### src/rtl/mem_access_unit.sv
// Load/store unit for the MEM stage: byte-enable/lane replication on stores, size-extended
// registered loads, valid/ready request handshake and a memory-ack timeout.
// Optional misalignment exceptions are enabled with `define MEM_ACCESS_ALIGN_EXC_EN.
module mem_access_unit #(
    parameter int DW      = 32,
    parameter int AW      = 32,
    parameter int TIMEOUT = 255
) (
    input  logic              clk,
    input  logic              reset,
    input  logic              req_valid,
    output logic              req_ready,
    input  logic              req_we,
    input  logic [2:0]        req_op,
    input  logic [AW-1:0]     req_addr,
    input  logic [DW-1:0]     req_wdata,
    output logic              resp_valid,
    output logic [DW-1:0]     resp_rdata,
    output logic              resp_bus_err,
    output logic              exc_adel,
    output logic              exc_ades,
    output logic              busy,
    output logic              mem_req,
    output logic              mem_we,
    output logic [AW-1:0]     mem_addr,
    output logic [DW/8-1:0]   mem_be,
    output logic [DW-1:0]     mem_wdata,
    input  logic              mem_ack,
    input  logic [DW-1:0]     mem_rdata,
    output logic [1:0]        dbg_state
);

    localparam int NB = DW / 8;
    localparam int LB = $clog2(NB);
    localparam logic [15:0] TO_LAST = 16'(TIMEOUT - 1);

    // Handshake: a request is accepted on any rising edge where req_valid && req_ready;
    // req_ready is high only in IDLE and the response is a single-cycle resp_valid pulse.
    typedef enum logic [1:0] {
        S_IDLE = 2'd0,
        S_REQ  = 2'd1,
        S_RESP = 2'd2
    } state_t;

    state_t state_q, state_d;

    logic              we_q, we_d;
    logic [1:0]        sz_q, sz_d;
    logic              sign_q, sign_d;
    logic [LB-1:0]     off_q, off_d;
    logic [15:0]       cnt_q, cnt_d;
    logic              mem_we_q, mem_we_d;
    logic [AW-1:0]     mem_addr_q, mem_addr_d;
    logic [NB-1:0]     mem_be_q, mem_be_d;
    logic [DW-1:0]     mem_wdata_q, mem_wdata_d;
    logic [DW-1:0]     rdata_q, rdata_d;
    logic              bus_err_q, bus_err_d;
    logic              adel_q, adel_d;
    logic              ades_q, ades_d;

    // Request decode: sz is log2 of the access size in bytes.
    logic [1:0]        req_sz;
    logic              req_sgn;
    logic [LB:0]       req_nb;
    logic [LB-1:0]     req_mask;
    logic [LB-1:0]     req_lane;
    logic [NB-1:0]     req_be;
    logic [DW-1:0]     req_wrep;
    logic              exc_go;

    always_comb begin
        req_sz  = 2'(LB);
        req_sgn = 1'b0;
        case (req_op)
            3'd1: req_sz = 2'd0;
            3'd2: begin req_sz = 2'd0; req_sgn = 1'b1; end
            3'd3: req_sz = 2'd1;
            3'd4: begin req_sz = 2'd1; req_sgn = 1'b1; end
            3'd5: if (DW == 64) req_sz = 2'd2;
            3'd6: if (DW == 64) begin req_sz = 2'd2; req_sgn = 1'b1; end
            default: ;
        endcase
    end

    assign req_nb   = (LB+1)'(1) << req_sz;
    assign req_mask = LB'(req_nb - 1'b1);
    assign req_lane = req_addr[LB-1:0] & ~req_mask;

`ifdef MEM_ACCESS_ALIGN_EXC_EN
    assign exc_go = |(req_addr[LB-1:0] & req_mask);
`else
    assign exc_go = 1'b0;
`endif

    // Store lanes: enables cover the access bytes; data repeats the low bytes in every lane.
    always_comb begin
        req_be   = '0;
        req_wrep = '0;
        for (int b = 0; b < NB; b++) begin
            req_be[b] = ((LB+1)'(b) >= {1'b0, req_lane}) &&
                        ((LB+1)'(b) < ({1'b0, req_lane} + req_nb));
            req_wrep[b*8 +: 8] = req_wdata[{LB'(b) & req_mask, 3'b000} +: 8];
        end
    end

    logic [LB:0]   ld_nb;
    logic          ld_fill;
    logic [DW-1:0] ld_ext;

    assign ld_nb   = (LB+1)'(1) << sz_q;
    assign ld_fill = sign_q & mem_rdata[{off_q + LB'(ld_nb - 1'b1), 3'b111}];

    always_comb begin
        ld_ext = '0;
        for (int i = 0; i < NB; i++) begin
            if ((LB+1)'(i) < ld_nb) begin
                ld_ext[i*8 +: 8] = mem_rdata[{off_q + LB'(i), 3'b000} +: 8];
            end else begin
                ld_ext[i*8 +: 8] = {8{ld_fill}};
            end
        end
    end

    always_comb begin
        state_d     = state_q;
        we_d        = we_q;
        sz_d        = sz_q;
        sign_d      = sign_q;
        off_d       = off_q;
        cnt_d       = cnt_q;
        mem_we_d    = mem_we_q;
        mem_addr_d  = mem_addr_q;
        mem_be_d    = mem_be_q;
        mem_wdata_d = mem_wdata_q;
        rdata_d     = rdata_q;
        bus_err_d   = bus_err_q;
        adel_d      = adel_q;
        ades_d      = ades_q;
        case (state_q)
            S_IDLE: begin
                if (req_valid) begin
                    we_d        = req_we;
                    sz_d        = req_sz;
                    sign_d      = req_sgn;
                    off_d       = req_lane;
                    cnt_d       = '0;
                    mem_addr_d  = {req_addr[AW-1:LB], {LB{1'b0}}};
                    mem_wdata_d = req_wrep;
                    rdata_d     = '0;
                    bus_err_d   = 1'b0;
                    if (exc_go) begin
                        state_d = S_RESP;
                        adel_d  = !req_we;
                        ades_d  = req_we;
                    end else begin
                        state_d  = S_REQ;
                        mem_we_d = req_we;
                        mem_be_d = req_be;
                    end
                end
            end
            S_REQ: begin
                cnt_d = cnt_q + 16'd1;
                // An ack in the final timeout cycle still completes the access normally.
                if (mem_ack) begin
                    if (!we_q) rdata_d = ld_ext;
                    state_d  = S_RESP;
                    mem_we_d = 1'b0;
                    mem_be_d = '0;
                end else if (cnt_q == TO_LAST) begin
                    bus_err_d = 1'b1;
                    state_d   = S_RESP;
                    mem_we_d  = 1'b0;
                    mem_be_d  = '0;
                end
            end
            S_RESP: begin
                state_d   = S_IDLE;
                rdata_d   = '0;
                bus_err_d = 1'b0;
                adel_d    = 1'b0;
                ades_d    = 1'b0;
            end
            default: state_d = S_IDLE;
        endcase
    end

    always_ff @(posedge clk or posedge reset) begin
        if (reset) begin
            state_q     <= S_IDLE;
            we_q        <= 1'b0;
            sz_q        <= '0;
            sign_q      <= 1'b0;
            off_q       <= '0;
            cnt_q       <= '0;
            mem_we_q    <= 1'b0;
            mem_addr_q  <= '0;
            mem_be_q    <= '0;
            mem_wdata_q <= '0;
            rdata_q     <= '0;
            bus_err_q   <= 1'b0;
            adel_q      <= 1'b0;
            ades_q      <= 1'b0;
        end else begin
            state_q     <= state_d;
            we_q        <= we_d;
            sz_q        <= sz_d;
            sign_q      <= sign_d;
            off_q       <= off_d;
            cnt_q       <= cnt_d;
            mem_we_q    <= mem_we_d;
            mem_addr_q  <= mem_addr_d;
            mem_be_q    <= mem_be_d;
            mem_wdata_q <= mem_wdata_d;
            rdata_q     <= rdata_d;
            bus_err_q   <= bus_err_d;
            adel_q      <= adel_d;
            ades_q      <= ades_d;
        end
    end

    assign req_ready    = (state_q == S_IDLE);
    assign busy         = (state_q != S_IDLE);
    assign mem_req      = (state_q == S_REQ);
    assign resp_valid   = (state_q == S_RESP);
    assign resp_rdata   = rdata_q;
    assign resp_bus_err = bus_err_q;
    assign exc_adel     = adel_q;
    assign exc_ades     = ades_q;
    assign mem_we       = mem_we_q;
    assign mem_addr     = mem_addr_q;
    assign mem_be       = mem_be_q;
    assign mem_wdata    = mem_wdata_q;
    assign dbg_state    = state_q;

endmodule

### config.mk
export PLATFORM = sky130hd
export DESIGN_NAME = mem_access_unit
export DESIGN_NICKNAME = d
export VERILOG_FILES = /design/src/rtl/mem_access_unit.sv
export SDC_FILE = /design/constraint.sdc
export NUM_CORES = 1
export LEC_CHECK = 0
export ABC_AREA = 1
export CORE_ASPECT_RATIO = 1.4
export CORE_MARGIN = 3
export CORE_UTILIZATION = 25
export CTS_CLUSTER_DIAMETER = 200
export DETAILED_ROUTE_END_ITERATION = 16
export GPL_TIMING_DRIVEN = 0
export REMOVE_ABC_BUFFERS = 1
export SYNTH_ARGS = -nofsm -noshare
export SYNTH_HDL_FRONTEND = slang
export SYNTH_SLANG_ARGS = --single-unit
### constraint.sdc
create_clock -name clk -period 4.7 [get_ports clk]
set_clock_uncertainty 0.1 [all_clocks]
set_input_delay 1.41 -clock clk [delete_from_list [all_inputs] [get_ports clk]]
set_output_delay 1.41 -clock clk [all_outputs]
set_load 0.01 [all_outputs]
==> flow_summary.yaml, run 1 <==
clocking:
  clock-sinks: 124
  clock_latency_ps: 420
  clockRootBuffer: "clkbuf_16"
  cts_buffer_depth: 2
  clk_pin_slew_ps: 60
  cts_made_buffers: 17
  cts.repair.resized: 0
  cts_hold_buf: 0
  htree_levels: 4
  cts_tree: "built"
  cts_post_setup_buffers_inserted: 0
drt:
  vias: 6436
  vias_per_cell: 4.51
  wl_per_cell_um: 14.1
  wl_mm: 20.1
  ant_nets: 0
  dr.pass1.iters: 5
  drc_errors: 0
  drtIter0Drc: 255
floorplan:
  ios: 214
  die_x_um: 143
  rows: 69
  core_um2: 25600
  fp.dieH_um: 198
  dieArea_um2: 28400
  start_util: 0.257
synthesis:
  postSynthAreaPerCell_um2: 7.26
  synth-seq-cells: 124
  synth_top_area_cell: "dfrtp_1"
  ys_warn_count: 0
  yosysMostFrequentCell: "nand2_1"
  syn_area_um2: 6600
  synth-edff-count: 0
  synthCells: 908
  synth_top_area_frac: 0.470
  ys_seq_area_frac: 0.470
  synth_ff_type: "dfrtp_1"
  synth_common_cells: "nand2_1 (395), dfrtp_1 (124), inv_1 (69)"
  synth-async-reset-ratio: 1.00
  yosysUniqueCellTypes: 33
  yosys-top-cells-area: "dfrtp_1 (47%), nand2_1 (22%), o21ai_0 (4.7%), a21oi_1 (4.0%), inv_1 (3.9%)"
worst_setup_path:
  cp.arrival_ps: 3620
  start_kind: "flip-flop"
  regToRegSetupSlack_ps: 1280
  path_class: "flip-flop to flip-flop"
  cp_common_cell: "nand2_1"
  cp-end-kind: "flip-flop"
  timing.rr.start: "off_q[0]"
  worstPathCellList: "inv_1 > ha_1 > o21ai_0 > nand3_1 > nand3_2 > nand2_2 > nand2_1 > nand2_1"
  crit_required_ps: 4900
  cp_slowest_stage_delay_ps: 1050
  critPathMaxFanout: 34
  cp-startpoint: "off_q[0]"
  cp_slowest_cell: "dfrtp_1"
global_route:
  grt_max_degree: 83
  grt_pass1_vias: 6337
  antenna_found_initial: 0
  gr-total-overflow: 0
  gr-usage-all-layers: 0.143
  grt_first_pass_wirelength_mm: 32.2
placement:
  dp_hpwl_mm: 14.4
  dp.cells: 1397
  place_area_um2: 8900
  gp_congestion: 0.793
  place_ws_ps: 815
  io_buffers: 209
power_and_ir_drop:
  p_sw_w: 0.00196
  swShare: 0.368
  pwr-share-seq: 0.318
  intPower_w: 0.00336
  p_leak_nw: 4.56
  p_per_area_nw_per_um2: 559
  power.share.combinational: 0.419
  irDropWorstVdd_mv: 0.263
  p_clk_frac: 0.262
layout:
  seqCellArea_um2: 3100
  finalNetCount: 1209
  fin_util: 0.371
  fin_cells: 1428
  drive_above_1_share: 0.0505
  fillers: 2635
  n_antenna_cell: 0
  area_growth_pct: 44.2
  multi_input_area_um2: 2930
  final_area_um2: 9510
timing:
  fin_crit_ps: 3420
  fmax_mhz: 292
  max_slew.worst_pin.slew_ps: 1080
  final-hold-violation-count: 0
  rsz0062_at_grt: "false"
  worst_slack_ps: 1280
  min_period_over_period: 0.728
  finalSetupViolCount: 0
  slew_headroom: 0.280
  hold_slack_ps: 371
  drv_slew: 0
worst_hold_path:
  min_from: "mem_addr[13]"
  hp-class: "flip-flop to flip-flop"
job:
  cap_violations: 0
outcome:
  status: "complete, no violations"
-- metal layers --
metal	GRT usage	part of all wire	wire (µm)	up-vias
met5	0	0	0	-
met4	0.0680	0.030	597	0
met3	0.0483	0.081	1640	32
met2	0.245	0.49	9790	217
met1	0.159	0.40	8120	2973
li1	-	-	-	3214
-- cells in the final DEF, fill, tap and decap left out, types with 4 or more instances in the layout --
master	synthesis	layout
nand2_1	395	395
clkdlybuf4s50_1	0	209
dfrtp_1	124	124
inv_1	69	68
o21ai_0	62	62
a21oi_1	53	53
nand3_1	41	41
nor2_1	36	36
o21ai_1	27	27
clkbuf_16	0	17
ha_1	8	8
inv_2	8	7
clkinv_1	6	6
nand4_1	6	6
clkbuf_1	9	5
inv_4	3	4
conb_1	1	4
bufinv_16	0	4
-- per-stage QoR --
step | total power, W | TNS, ps
6_report | 0.00532 | 0
5_1_grt | 0.00571 | 0
4_1_cts | 0.00541 | 0
3_5_place_dp | 0.00396 | 0
3_3_place_gp | 0.00393 | -414060
2_1_floorplan | 0.00277 | -13540
-- logic make-up after synthesis --
logic type               after synthesis  share of synthesized area
buffers and inverters                130                     0.0886
adder cells (fa/ha/maj)                8                     0.0152
multiplexers                           1                    0.00152
other                                  1                   0.000568
AND/OR/NAND/NOR                      496                      0.306
flip-flops                           124                      0.470
AO/OA/AOI/OAI                        145                      0.111
XOR/XNOR                               3                    0.00683
-- final timing paths --
kind                                   to  cells past startpoint
max in group asynchronous  resp_rdata[15]                      3
hold reg to reg              mem_addr[13]                      2
min in group asynchronous    mem_addr[10]                      2
setup / recovery           resp_rdata[23]                      8
setup reg to reg           resp_rdata[23]                      8
hold / removal               mem_addr[13]                      2
-- worst max-delay path: cells and delay by family (launching register included) --
kind / cells / cell delay (ps)
AO/OA/AOI/OAI: 1 / 180
AND/OR/NAND/NOR: 5 / 690
buffers and inverters: 1 / 740
adder cells (fa/ha/maj): 1 / 550
flip-flops: 1 / 1050
-- layout make-up --
class                           count  area share
Sequential cell                   124       0.326
Multi-Input combinational cell    657       0.307
Timing Repair Buffer              211       0.225
Clock buffer                       24      0.0496
Tap cell                          319      0.0420
Inverter                           86      0.0355
Clock inverter                      7      0.0145
-- state kept, by name (all words and copies together), names as in the netlist --
signal        flops
mem_wdata        32
resp_rdata       32
mem_addr         30
cnt_q            16
mem_be            4
dbg_state         2
off_q             2
sz_q              2
mem_we            1
resp_bus_err      1
sign_q            1
we_q              1
-- power by group through the flow --
| stage | registers [W] | clock network, W | logic (W) |
|---|---|---|---|
| floorplan | 0.00184 | 0 | 0.000931 |
| global placement | 0.00170 | 0 | 0.00223 |
| detailed placement | 0.00171 | 0 | 0.00225 |
| CTS | 0.00170 | 0.00144 | 0.00227 |
| global route | 0.00175 | 0.00148 | 0.00249 |
| finish | 0.00169 | 0.00140 | 0.00223 |
Note: power is estimated with default switching activity, not from simulation.
==> run 2: changes to the inputs <==
==> constraint.sdc (replaced) <==
create_clock -name clk -period 3.4 [get_ports clk]
set_clock_uncertainty 0.1 [all_clocks]
set_input_delay 1.02 -clock clk [delete_from_list [all_inputs] [get_ports clk]]
set_output_delay 1.02 -clock clk [all_outputs]
set_load 0.01 [all_outputs]
==> flow_summary.yaml, run 2 (same netlist as run 1, synthesis figures left out) <==
timing:
  slew_headroom: 0.412
  fin_tns_setup_ps: 0
  drv_slew: 0
  finalSetupViolCount: 0
  hold_slack_ps: 371
  rsz0062_at_grt: "false"
  fmax_mhz: 335
  final-hold-violation-count: 0
  fin_crit_ps: 2990
  min_period_over_period: 0.878
  max_slew.worst_pin.slew_ps: 881
global_route:
  gr-usage-all-layers: 0.143
  grt_pass1_vias: 6337
  grt_first_pass_wirelength_mm: 32.2
  grt_max_degree: 83
  gr-total-overflow: 0
  antenna_found_initial: 0
floorplan:
  rows: 69
  fp.dieH_um: 198
  start_util: 0.257
  dieArea_um2: 28400
  die_x_um: 143
  core_um2: 25600
  ios: 214
worst_hold_path:
  min_from: "mem_addr[13]"
  min_to: "mem_addr[13]"
  hp-class: "flip-flop to flip-flop"
  hold_depth: 2
worst_setup_path:
  crit_family: "buffers and inverters"
  r2r_end: "resp_rdata[23]"
  cp_common_cell: "a21oi_1"
  worstPathCellList: "clkdlybuf4s50_1 > inv_1 > nor2_4 > inv_4 > a21oi_1 > a21oi_1"
  cp_slowest_cell: "nor2_4"
  crit_required_ps: 3600
  timing.rr.start: "off_q[0]"
  cp-startpoint: "req_valid"
  start_kind: "input pin"
  path_class: "input pin to flip-flop"
  regToRegSetupSlack_ps: 470
  path_buf_inv: 3
  cp_slowest_stage_delay_ps: 670
  worst-r2r-cell-count: 8
  critPathMaxFanout: 82
  cp.arrival_ps: 3190
  crit_cells: 6
  cp-end-kind: "flip-flop"
clocking:
  clock_latency_ps: 420
  clk_pin_slew_ps: 60
  cts.repair.resized: 0
  htree_levels: 4
  clock-sinks: 124
  cts_post_setup_buffers_inserted: 0
  cts_buffer_depth: 2
  cts_tree: "built"
  cts_hold_buf: 0
  clockRootBuffer: "clkbuf_16"
  cts_made_buffers: 17
drt:
  ant_nets: 0
  vias: 6406
  wl_per_cell_um: 14.1
  dr.pass1.iters: 5
  wl_mm: 20.1
  drtIter0Drc: 284
  vias_per_cell: 4.49
  drc_errors: 0
placement:
  io_buffers: 209
  gp_congestion: 0.793
  dp_hpwl_mm: 14.4
  dp.cells: 1397
layout:
  final_cell_mix: "nand2_1 (395), clkdlybuf4s50_1 (209), dfrtp_1 (123)"
  finalNetCount: 1209
  fin_cells: 1428
  drive_above_1_share: 0.0514
  final_common_cell: "nand2_1"
  area_growth_pct: 44.3
  n_antenna_cell: 0
power_and_ir_drop:
  p_per_area_nw_per_um2: 773
  irDropWorstVdd_mv: 0.364
  p_leak_nw: 4.55
job:
  cap_violations: 0
outcome:
  status: "complete, no violations"
run 2: how the worst max path moves through the flow:
stage / slack [ps] / endpoint
detailed placement: -100 / mem_wdata[19]
global placement: -3210 / mem_wdata[30]
finish: 410 / mem_wdata[19]
global route: 190 / resp_rdata[23]
CTS: 10 / resp_rdata[23]
floorplan: -1020 / cnt_q[0]
run 2: per-stage QoR:
step / area, µm² / util / power, W / setup WS [ps]
5_1_grt: 9520 / 0.371 / 0.00790 / 186
3_3_place_gp: 8840 / 0.345 / 0.00543 / -3210
3_5_place_dp: 8900 / 0.347 / 0.00548 / -95.2
6_report: 9520 / 0.371 / 0.00735 / 414
4_1_cts: 9510 / 0.371 / 0.00747 / 13.0
2_1_floorplan: 6350 / - / 0.00383 / -1020
run 2: report_power, final:
part	switching [W]	total [W]	internal, W
logic	0.00167	0.00308	0.00141
registers	0.000362	0.00234	0.00198
clock network	0.000667	0.00193	0.00126
run 2: worst reg2reg max path: cells and delay by family, from the launching register on:
kind | cells | cell delay, ps
buf+inv | 1 | 590
fa+ha+maj | 1 | 510
compound gates | 1 | 180
flops | 1 | 740
simple gates | 5 | 690
run 2: cell type report:
| class | count | area (µm²) |
|---|---|---|
| clock buffer | 24 | 472 |
| clock inverter | 7 | 138 |
| fill | 2638 | 16100 |
| inverter | 86 | 338 |
| multi-input combinational | 657 | 2930 |
| sequential | 124 | 3100 |
| tap | 319 | 399 |
| timing repair buffer | 211 | 2140 |
run 2: routing by layer:
metal	global-route usage	part of all wire	vias up
li1	-	-	3215
met1	0.159	0.40	2924
met2	0.245	0.49	231
met3	0.0483	0.083	36
met4	0.0680	0.030	0
met5	0	0	-
